--- config.mk ---
export PLATFORM = sky130hd
export DESIGN_NAME = alu_pipeline_elastic
export DESIGN_NICKNAME = d
export VERILOG_FILES = /design/src/rtl/alu_pipe_pkg.sv /design/src/rtl/pipe_slice.sv /design/src/rtl/alu_pipeline_elastic.sv
export SDC_FILE = /design/constraint.sdc
export NUM_CORES = 1
export LEC_CHECK = 0
export BUFFER_PORTS_ARGS = -buffer_cell sky130_fd_sc_hd__buf_2
export CORE_MARGIN = 2
export CORE_UTILIZATION = 25
export CTS_CLUSTER_DIAMETER = 40
export CTS_CLUSTER_SIZE = 16
export DETAILED_ROUTE_END_ITERATION = 6
export GPL_ROUTABILITY_DRIVEN = 0
export MAX_ROUTING_LAYER = met4
export SYNTH_ARGS = -nofsm -noshare
export SYNTH_HDL_FRONTEND = slang
export SYNTH_SLANG_ARGS = --single-unit
--- constraint.sdc ---
create_clock -name clk -period 2.7 [get_ports clk]
set_clock_uncertainty 0.05 [all_clocks]
set_input_delay 0.27 -clock clk [delete_from_list [all_inputs] [get_ports clk]]
set_output_delay 0.27 -clock clk [all_outputs]
set_load 0.03 [all_outputs]
--- src/rtl/alu_pipe_pkg.sv ---
// Shared types and the half-word execute function for the elastic ALU pipeline.
package alu_pipe_pkg;

    localparam int HALF_W = 16;
    localparam int RES_W  = HALF_W + 1;

    typedef enum logic [1:0] {
        OP_ADD = 2'd0,
        OP_SUB = 2'd1,
        OP_AND = 2'd2,
        OP_XOR = 2'd3
    } op_e;

    // Operands are zero-extended by one bit so ADD keeps its carry and SUB wraps mod 2^RES_W.
    function automatic logic [RES_W-1:0] alu_exec(input logic [HALF_W-1:0] a,
                                                   input logic [HALF_W-1:0] b,
                                                   input op_e op);
        logic [RES_W-1:0] ax;
        logic [RES_W-1:0] bx;
        logic [RES_W-1:0] r;
        ax = {1'b0, a};
        bx = {1'b0, b};
        case (op)
            OP_ADD:  r = ax + bx;
            OP_SUB:  r = ax - bx;
            OP_AND:  r = ax & bx;
            default: r = ax ^ bx;
        endcase
        return r;
    endfunction

endpackage

--- src/rtl/pipe_slice.sv ---
// Elastic register slice: one payload register with a valid bit and a
// combinational ready pass-through, so an empty slice always accepts.
module pipe_slice #(
    parameter int W = 34
) (
    input  logic         clk,
    input  logic         reset,
    input  logic         flush,
    input  logic         up_valid,
    output logic         up_ready,
    input  logic [W-1:0] up_data,
    output logic         dn_valid,
    input  logic         dn_ready,
    output logic [W-1:0] dn_data
);

    // Load when empty or when the current content moves on this cycle.
    assign up_ready = !dn_valid || dn_ready;

    // Valid tracks the upstream handshake; flush drops the entry but leaves data alone.
    always_ff @(posedge clk or posedge reset) begin
        if (reset) begin
            dn_valid <= 1'b0;
            dn_data  <= '0;
        end else begin
            if (flush)
                dn_valid <= 1'b0;
            else if (up_ready)
                dn_valid <= up_valid;
            if (up_valid && up_ready)
                dn_data <= up_data;
        end
    end

endmodule

--- src/rtl/alu_pipeline_elastic.sv ---
// DEPTH elastic transport slices followed by a registered half-word execute
// stage, with flush and a registered occupancy count.
module alu_pipeline_elastic
    import alu_pipe_pkg::*;
#(
    parameter int DATA_W = 32,
    parameter int DEPTH  = 2
) (
    input  logic                          clk,
    input  logic                          reset,
    input  logic                          in_valid,
    output logic                          in_ready,
    input  logic [DATA_W-1:0]             in_instr,
    input  logic [1:0]                    in_op,
    input  logic                          flush,
    output logic                          out_valid,
    input  logic                          out_ready,
    output logic [DATA_W/2:0]             out_result,
    output logic [$clog2(DEPTH+2)-1:0]    occupancy
);

    localparam int DHALF_W = DATA_W / 2;
    localparam int DRES_W  = DHALF_W + 1;
    localparam int PW      = DATA_W + 2;
    localparam int OW      = $clog2(DEPTH + 2);

    // Index i is the input of slice i; index DEPTH feeds the execute stage.
    logic [DEPTH:0]         vld;
    logic [DEPTH:0]         rdy;
    logic [DEPTH:0][PW-1:0] dat;

    logic [DHALF_W-1:0]     ex_a;
    logic [DHALF_W-1:0]     ex_b;
    logic [1:0]             ex_op;
    logic [DRES_W-1:0]      exec_res;
    logic                   in_fire;
    logic                   out_fire;

    assign in_ready = !flush && !reset && rdy[0];
    assign in_fire  = in_valid && in_ready;
    assign out_fire = out_valid && out_ready;

    assign vld[0] = in_fire;
    assign dat[0] = {in_op, in_instr};
    assign rdy[DEPTH] = !out_valid || out_ready;

    genvar i;
    generate
        for (i = 0; i < DEPTH; i++) begin : g_slice
            pipe_slice #(.W(PW)) u_slice (
                .clk      (clk),
                .reset    (reset),
                .flush    (flush),
                .up_valid (vld[i]),
                .up_ready (rdy[i]),
                .up_data  (dat[i]),
                .dn_valid (vld[i+1]),
                .dn_ready (rdy[i+1]),
                .dn_data  (dat[i+1])
            );
        end
    endgenerate

    assign ex_a  = dat[DEPTH][DATA_W-1:DHALF_W];
    assign ex_b  = dat[DEPTH][DHALF_W-1:0];
    assign ex_op = dat[DEPTH][DATA_W+1:DATA_W];

    // The shared package function is sized for its own HALF_W; other widths use a local copy.
    generate
        if (DHALF_W == HALF_W) begin : g_pkg_exec
            assign exec_res = alu_exec(ex_a, ex_b, op_e'(ex_op));
        end else begin : g_local_exec
            // Same zero-extended arithmetic as alu_exec, at this instance's width.
            always_comb begin
                exec_res = '0;
                case (ex_op)
                    2'd0:    exec_res = {1'b0, ex_a} + {1'b0, ex_b};
                    2'd1:    exec_res = {1'b0, ex_a} - {1'b0, ex_b};
                    2'd2:    exec_res = {1'b0, ex_a & ex_b};
                    default: exec_res = {1'b0, ex_a ^ ex_b};
                endcase
            end
        end
    endgenerate

    // Execute on the edge that moves the last slice into the output register; flush freezes the result.
    always_ff @(posedge clk or posedge reset) begin
        if (reset) begin
            out_valid  <= 1'b0;
            out_result <= '0;
        end else begin
            if (flush)
                out_valid <= 1'b0;
            else if (rdy[DEPTH])
                out_valid <= vld[DEPTH];
            if (vld[DEPTH] && rdy[DEPTH] && !flush)
                out_result <= exec_res;
        end
    end

    // Items only enter and leave at the ends, so the count moves by in_fire - out_fire.
    always_ff @(posedge clk or posedge reset) begin
        if (reset)
            occupancy <= '0;
        else if (flush)
            occupancy <= '0;
        else
            occupancy <= occupancy + OW'(in_fire) - OW'(out_fire);
    end

endmodule

==> impl_metrics.tcl, run 1 <==
set metrics [dict create \
    grt_setup_unrepaired "true" \
    dieHeight_um 146.0 \
    die_x_um 146.0 \
    hold_viol 13 \
    dpl.hpwl_um 8185 \
    crit_top_cell "nor3_2" \
    ys_types 48 \
    synth_fp_nets 515 \
    max_freq_mhz 351.5 \
    hold_path_class "input pin to asynchronous set/reset pin" \
    cp_top_family "compound AO/OA/AOI/OAI gates" \
    fin_crit_sh_pct 105.4 \
    totalWireLength_um 10750 \
    grt_pass1_vias 3483 \
    htreeDepth 3 \
    yosysMostFrequentCell "dfrtp_1" \
    antenna_found_initial 0 \
    avgRoutedWirePerCell_um 13.29 \
    worst_slew_pin_slew_ns 0.5080 \
    initial_core_util_pct 25.66 \
    slowest_delay_ns 0.40 \
    syn2layout_area_growth_pct 25.31 \
    finalSetupViolCount 2 \
    final.min_clock_period_ns 2.845 \
    yosys-top-cells-area "dfrtp_1 (45%), mux2_2 (16%), ha_1 (8.7%)" \
    clk_pin_slew_ns 0.07 \
    dr_total_vias 3448 \
    num_rows 51 \
    synthArstFlopShare_pct 100.0 \
    status "complete, but fails checks" \
    synth_common_cells "dfrtp_1 (90), mux2_2 (73), ha_1 (35)" \
    grt_pass1_wl_um 18180 \
    crit_required_ns 2.87 \
    drc 0 \
    synth-edff-count 0 \
    placeableCoreArea_um2 19650 \
    critical_path_class "register to register" \
    synth_top_area_share_pct 44.67 \
    violations "negative hold slack, negative setup slack" \
    viasPerCell 4.262 \
    grt-ovfl-total 0 \
    grtUsageTotal_pct 10.96 \
    drt_iter0_drc 73 \
    clockBufferDepth 2 \
    cap_violations 0 \
    netlist_instances 440 \
    ys.flop_type "dfrtp_1" \
    insertedDiodeCount 0 \
    setup_slack_ns -0.1448 \
    drt_first_pass_iters 4 \
    vdd_drop_max_mv 0.3387 \
    dieArea_um2 21320 \
    cpMaxStageDelayCell "dfrtp_1" \
    insertion_delay_ns 0.35 \
    yosysSeqAreaShare_pct 44.67 \
    holdWs_ns -0.02383 \
    cts_sinks 90 \
    grt_max_degree 91 \
    worstPathCellList "nor3_2, nand2_1, nor3_2, nand2_2, o41ai_4, xor2_1, ha_1, a21oi_4, inv_1, a221o_1, a211oi_2, xnor2_1, o21ai_1" \
    synth-seq-cells 90 \
    cts_tree "built" \
    drive_gt1_share_pct 41.54 \
    arrival_ns 3.01 \
    hold_buffers 0 \
    leakagePower_nw 2.902 \
    end_kind "register" \
    cts_buffers 9 \
    cts_root_buf "clkbuf_16" \
    portBuffers 59 \
    startpoint_type "register" \
    finalPower_mw 7.378 \
    tns_ns -0.1770 \
    num-fill-cells 2073 \
    ios 60 \
    maxSlewViolCount 0 \
    crit_fanout 3 \
    yosysWarnings 0 \
    crit_buf_inv 1 \
    syn_area_um2 5042 \
    yosysTopAreaCell "dfrtp_1" \
    antenna_left 0 \
    nets 614 \
    place_ws_ns -0.1956 \
    power_density_nw_per_um2 1168 \
    slew_headroom_pct 66.13 \
    synth_area_per_cell_um2 11.46 \
]
-- flip-flops by register name, indices dropped and copies added, names as in the netlist --
register,flops
out_result,17
g_slice.u_slice.dn_data,68
occupancy,2
out_valid,1
g_slice.u_slice.dn_valid,2
-- tightest hold or removal path, stage by stage --
cell and delay [ns]:
buf_2 0.11, clkinv_2 0.05, buf_12 0.36
-- metal layers --
layer | wire length (µm) | share of wire [%] | global-route usage, %
met5 | 0 | 0 | -
met4 | 167 | 1.6 | 4.223
met3 | 262 | 2.4 | 1.750
met2 | 4538 | 42 | 15.52
met1 | 5781 | 54 | 15.64
-- timing repair --
item,CTS,global route
resized for setup,15,12
setup endpoints to repair,7,12
cloned,0,0
pin swaps,7,7
buffers inserted,3,4
-- area by class of cell --
class	instances	area, µm²	share of cell area (%)
clock buffers	12	236.5	3.743
clock inverters	4	52.55	0.8317
inverters	9	35.03	0.5545
multi-input cells	322	2743	43.41
flip-flops and latches	90	2252	35.64
well taps	265	331.6	5.248
repair buffers	107	668.1	10.57
-- worst paths after layout --
path	from	to	slack [ns]	cells after the start
max	g_slice[1].u_slice.dn_data[0]$_DFFE_PP0P_	out_result[16]$_DFFE_PP0P_	-0.14	13
min	reset	g_slice[1].u_slice.dn_valid$_DFFE_PP0P_	-0.02	3
max reg2reg	g_slice[1].u_slice.dn_data[0]$_DFFE_PP0P_	out_result[16]$_DFFE_PP0P_	-0.14	13
min reg2reg	out_result[3]$_DFFE_PP0P_	out_result[3]$_DFFE_PP0P_	0.42	2
max in group asynchronous	reset	g_slice[1].u_slice.dn_data[33]$_DFFE_PP0P_	2.24	3
min in group clk	in_instr[20]	g_slice[0].u_slice.dn_data[20]$_DFFE_PP0P_	0.10	2
-- cells in the final DEF, fill, tap and decap left out, types with 4 or more instances in the layout --
master	netlist	final
buf_4	0	47
nand2b_1	6	5
xor2_1	14	14
mux2i_1	13	13
nor2b_1	4	4
buf_2	8	59
mux2_2	73	73
nand2_1	33	32
nor2_1	27	26
xnor2_1	16	16
a22oi_1	6	6
o21ai_0	19	13
inv_1	9	7
a21oi_2	1	4
a21oi_1	18	14
nor3_2	2	4
a21o_1	4	4
dfrtp_1	90	90
clkbuf_16	0	9
o21ai_1	10	14
ha_1	35	34
nand3_1	5	5
-- per-stage QoR --
stage | cell area [µm²] | utilization, % | std cells
floorplan | 5049 | - | 440
global placement | 5892 | 29.98 | 788
detailed placement | 5892 | 29.98 | 788
CTS | 6251 | 31.81 | 806
global route | 6319 | 32.15 | 809
finish | 6319 | 32.15 | 809
-- power by group --
| group | internal, mW | total, mW | leakage, nW | switching (mW) |
|---|---|---|---|---|
| Sequential | 1.73 | 2.04 | 1.09 | 0.310 |
| Combinational | 2.00 | 4.11 | 1.68 | 2.11 |
| Clock | 0.718 | 1.23 | 0.129 | 0.511 |
-- logic make-up (layout without fill, tap and decap cells) --
kind of cell,after synthesis,count (layout),share of synthesized area [%]
DFF,90,90,44.67
muxes,86,86,18.88
AOI/OAI and AO/OA,75,75,9.802
adders and majority gates,36,36,9.082
buffers and inverters,28,132,3.027
and+or+nand+nor,95,95,9.330
xor gates and xnor gates,30,30,5.211
No activity file was read; power rests on OpenSTA's default activity.
==> inputs of run 2 (changes only) <==
--- a/config.mk
+++ b/config.mk
@@ -5,6 +5,7 @@
 export SDC_FILE = /design/constraint.sdc
 export NUM_CORES = 1
 export LEC_CHECK = 0
+export ABC_CLOCK_PERIOD_IN_PS = 2700
 export BUFFER_PORTS_ARGS = -buffer_cell sky130_fd_sc_hd__buf_2
 export CORE_MARGIN = 2
 export CORE_UTILIZATION = 25
@@ -12,7 +13,9 @@
 export CTS_CLUSTER_SIZE = 16
 export DETAILED_ROUTE_END_ITERATION = 6
 export GPL_ROUTABILITY_DRIVEN = 0
+export GPL_TIMING_DRIVEN = 0
 export MAX_ROUTING_LAYER = met4
 export SYNTH_ARGS = -nofsm -noshare
 export SYNTH_HDL_FRONTEND = slang
+export SYNTH_HIERARCHICAL = 1
 export SYNTH_SLANG_ARGS = --single-unit
==> run 2 against run 1 <==
Effect of this change:
- the run ends with negative setup slack left
- sequential share of layout area decreased by 2.5 points
- register-to-register slack got worse by 0.28 ns
- flip-flop and latch count unchanged
- final cell count increased by 2.6%
- critical endpoint is now out_result[14]$_DFFE_PP0P_
==> impl_metrics.tcl, run 2 <==
set metrics [dict create \
    yosysWarnings 6 \
    largest_register "g_slice.u_slice/dn_data" \
    holdWs_ns 0.02576 \
    ios 60 \
    dpl.hpwl_um 9164 \
    crit_required_ns 2.88 \
    crit_top_cell "a21oi_1" \
    avgRoutedWirePerCell_um 14.49 \
    yosysTopAreaCell "dfrtp_1" \
    fin_crit_sh_pct 115.9 \
    cts_tree "built" \
    slew_headroom_pct 50.11 \
    drc 0 \
    dr_total_vias 3520 \
    grt_pass1_wl_um 19220 \
    met1_usage_pct 16.79 \
    synth_fp_nets 529 \
    cap_violations 0 \
    grt_setup_unrepaired "true" \
    num_rows 53 \
    cts_buffers 9 \
    vdd_drop_max_mv 0.3560 \
    setup_slack_ns -0.4290 \
    violations "negative setup slack" \
    p_int_mw 4.714 \
    arrival_ns 3.31 \
    slowest_delay_ns 0.54 \
    placeableCoreArea_um2 21090 \
    worstPathCellList "inv_2, ha_4, nand2b_4, or4b_4, nor4_4, nor2_1, xnor2_1, ha_1, buf_8, a21oi_1, a21oi_1, o32ai_1, a21oi_1, mux2i_1, nand2_1" \
    dieHeight_um 150.7 \
    dieArea_um2 22720 \
    r2r_start "g_slice[1].u_slice/dn_data[1]$_DFFE_PP0P_" \
    met3_usage_pct 1.788 \
    finalSetupViolCount 8 \
    totalWireLength_um 12020 \
    htreeDepth 3 \
    antenna_left 0 \
    cpMaxStageDelayCell "or4b_4" \
    grt_max_degree 36 \
    switchingPower_mw 3.256 \
    reg2regPathDepth 15 \
    viasPerCell 4.241 \
    initial_core_util_pct 25.53 \
    synth_area_per_cell_um2 11.86 \
    hold_buffers 0 \
    crit_buf_inv 2 \
    r2r_slack_ns -0.43 \
    p_sw_share_pct 40.86 \
    clk_pin_slew_ns 0.07 \
    ys.flop_type "dfrtp_1" \
    reg_top3 "g_slice.u_slice/dn_data x68, out_result x17" \
    place_ws_ns -0.7387 \
    yosysSeqAreaShare_pct 41.84 \
    yosysMostFrequentCell "dfrtp_1" \
    insertedDiodeCount 0 \
    startpoint_type "register" \
    syn2layout_area_growth_pct 26.31 \
    cts_root_buf "clkbuf_16" \
    insertion_delay_ns 0.35 \
    largest_reg_flops 68 \
    portBuffers 59 \
    combPwrFrac_pct 57.6 \
    cts_sinks 90 \
    critical_path_class "register to register" \
    netlist_instances 454 \
    num-fill-cells 2141 \
    grt_pass1_vias 3507 \
    hold_path_class "input pin to asynchronous set/reset pin" \
    nets 625 \
    die_x_um 150.7 \
    antenna_found_initial 0 \
    leakagePower_nw 3.286 \
    cp_top_family "simple AND/OR/NAND/NOR gates" \
    drt_first_pass_iters 4 \
    grt-ovfl-total 0 \
    yosys-top-cells-area "dfrtp_1 (42%), mux2_4 (17%), ha_1 (8.1%)" \
    clockBufferDepth 2 \
    final_common_cell "dfrtp_1" \
    synth-edff-count 0 \
    p_seq_share_pct 26.8 \
    maxSlewViolCount 0 \
    grtUsageTotal_pct 11.32 \
    drt_iter0_drc 200 \
    final.min_clock_period_ns 3.129 \
    drive_gt1_share_pct 42.34 \
    syn_area_um2 5383 \
    status "complete, but fails checks" \
    synth-seq-cells 90 \
    p_clk_share_pct 15.6 \
    hold_viol 0 \
    synthArstFlopShare_pct 100.0 \
    ys_types 46 \
    gr-usage-met2_pct 15.68 \
    max_freq_mhz 319.6 \
    synth_common_cells "dfrtp_1 (90), mux2_4 (60), ha_1 (35)" \
    synth_top_area_share_pct 41.84 \
    end_kind "register" \
    final_cell_mix "dfrtp_1 (87), buf_2 (60), mux2_4 (60), ha_1 (32), nand2_1 (27)" \
    r2r_end "out_result[14]$_DFFE_PP0P_" \
    worst_slew_pin_slew_ns 0.7472 \
    busiest_layer "met1" \
    crit_fanout 8 \
    power_density_nw_per_um2 1172 \
]
[run 2: cell count changes in the layout (fill, tap and decap cells not counted), moves of 5 or more]
cell,change
buf_4,-23
mux2_2,-63
buf_12,+5
buf_6,+6
nand2_1,-5
nand3_1,-5
mux2_4,+60
a21oi_1,+8
xor2_1,-6
[run 2: through the flow]
stage               area [µm²]  utilization, %  instances  TNS, ns  power (mW)
floorplan                 5416               -        454   -1.058       4.954
global placement          6056           28.72        788   -6.459       5.783
detailed placement        6056           28.72        788   -6.646       5.813
CTS                       6558           31.10        816   -2.919       7.469
global route              6799           32.24        830   -4.565       8.600
finish                    6799           32.24        830   -2.651       7.970
[run 2: worst max path at each step]
stage	start	endpoint	slack [ns]	cells past startpoint
after CTS	g_slice[1].u_slice/dn_data[1]$_DFFE_PP0P_	out_result[13]$_DFFE_PP0P_	-0.48	15
final	g_slice[1].u_slice/dn_data[1]$_DFFE_PP0P_	out_result[14]$_DFFE_PP0P_	-0.43	15
after detailed placement	g_slice[1].u_slice/dn_data[2]$_DFFE_PP0P_	out_result[14]$_DFFE_PP0P_	-0.74	14
after global routing	g_slice[1].u_slice/dn_data[3]$_DFFE_PP0P_	out_result[14]$_DFFE_PP0P_	-0.67	12
after global placement	g_slice[1].u_slice/dn_data[2]$_DFFE_PP0P_	out_result[14]$_DFFE_PP0P_	-0.74	14
after floorplan	g_slice[1].u_slice/dn_data[0]$_DFFE_PP0P_	out_result[13]$_DFFE_PP0P_	-0.24	15
[run 2: logic make-up (layout without fill, tap and decap cells)]
| group | after synthesis | after routing | synth area share, % |
|---|---|---|---|
| AOI/OAI and AO/OA | 89 | 89 | 9.740 |
| xor gates and xnor gates | 27 | 27 | 4.393 |
| adders and majority gates | 36 | 36 | 8.508 |
| buffers and inverters | 33 | 134 | 4.254 |
| DFF | 90 | 90 | 41.84 |
| muxes | 87 | 87 | 21.99 |
| and+or+nand+nor | 92 | 92 | 9.274 |
[run 2: area by class of cell]
class                      instances  area (µm²)  area share (%)
buffer                            17       202.7           2.981
tap                              275       344.1           5.061
clock buffer                      12       266.5           3.920
sequential                        90        2256           33.18
timing repair buffer              86       513.0           7.545
inverter                          15       56.30          0.8281
multi-input combinational        331        3128           46.01
clock inverter                     4       32.53          0.4785
[run 2: power by group through the flow]
| stage | logic [mW] | registers [mW] | clock network (mW) |
|---|---|---|---|
| 2_1_floorplan | 2.73 | 2.23 | 0 |
| 3_3_place_gp | 3.65 | 2.13 | 0 |
| 3_5_place_dp | 3.67 | 2.15 | 0 |
| 4_1_cts | 4.07 | 2.13 | 1.27 |
| 5_1_grt | 5.07 | 2.20 | 1.33 |
| 6_report | 4.59 | 2.14 | 1.24 |
[run 2: layer usage]
metal / vias up / routed length, µm
li1: 1811 / -
met3: 9 / 325
met2: 70 / 4991
met1: 1630 / 6561
met5: - / 0
met4: 0 / 144
[run 2: repair_timing]
action,in CTS,in global routing
resized for setup,33,32
setup buffers,13,14
pin swaps,12,21
gates cloned,0,0
setup endpoints to repair,14,10
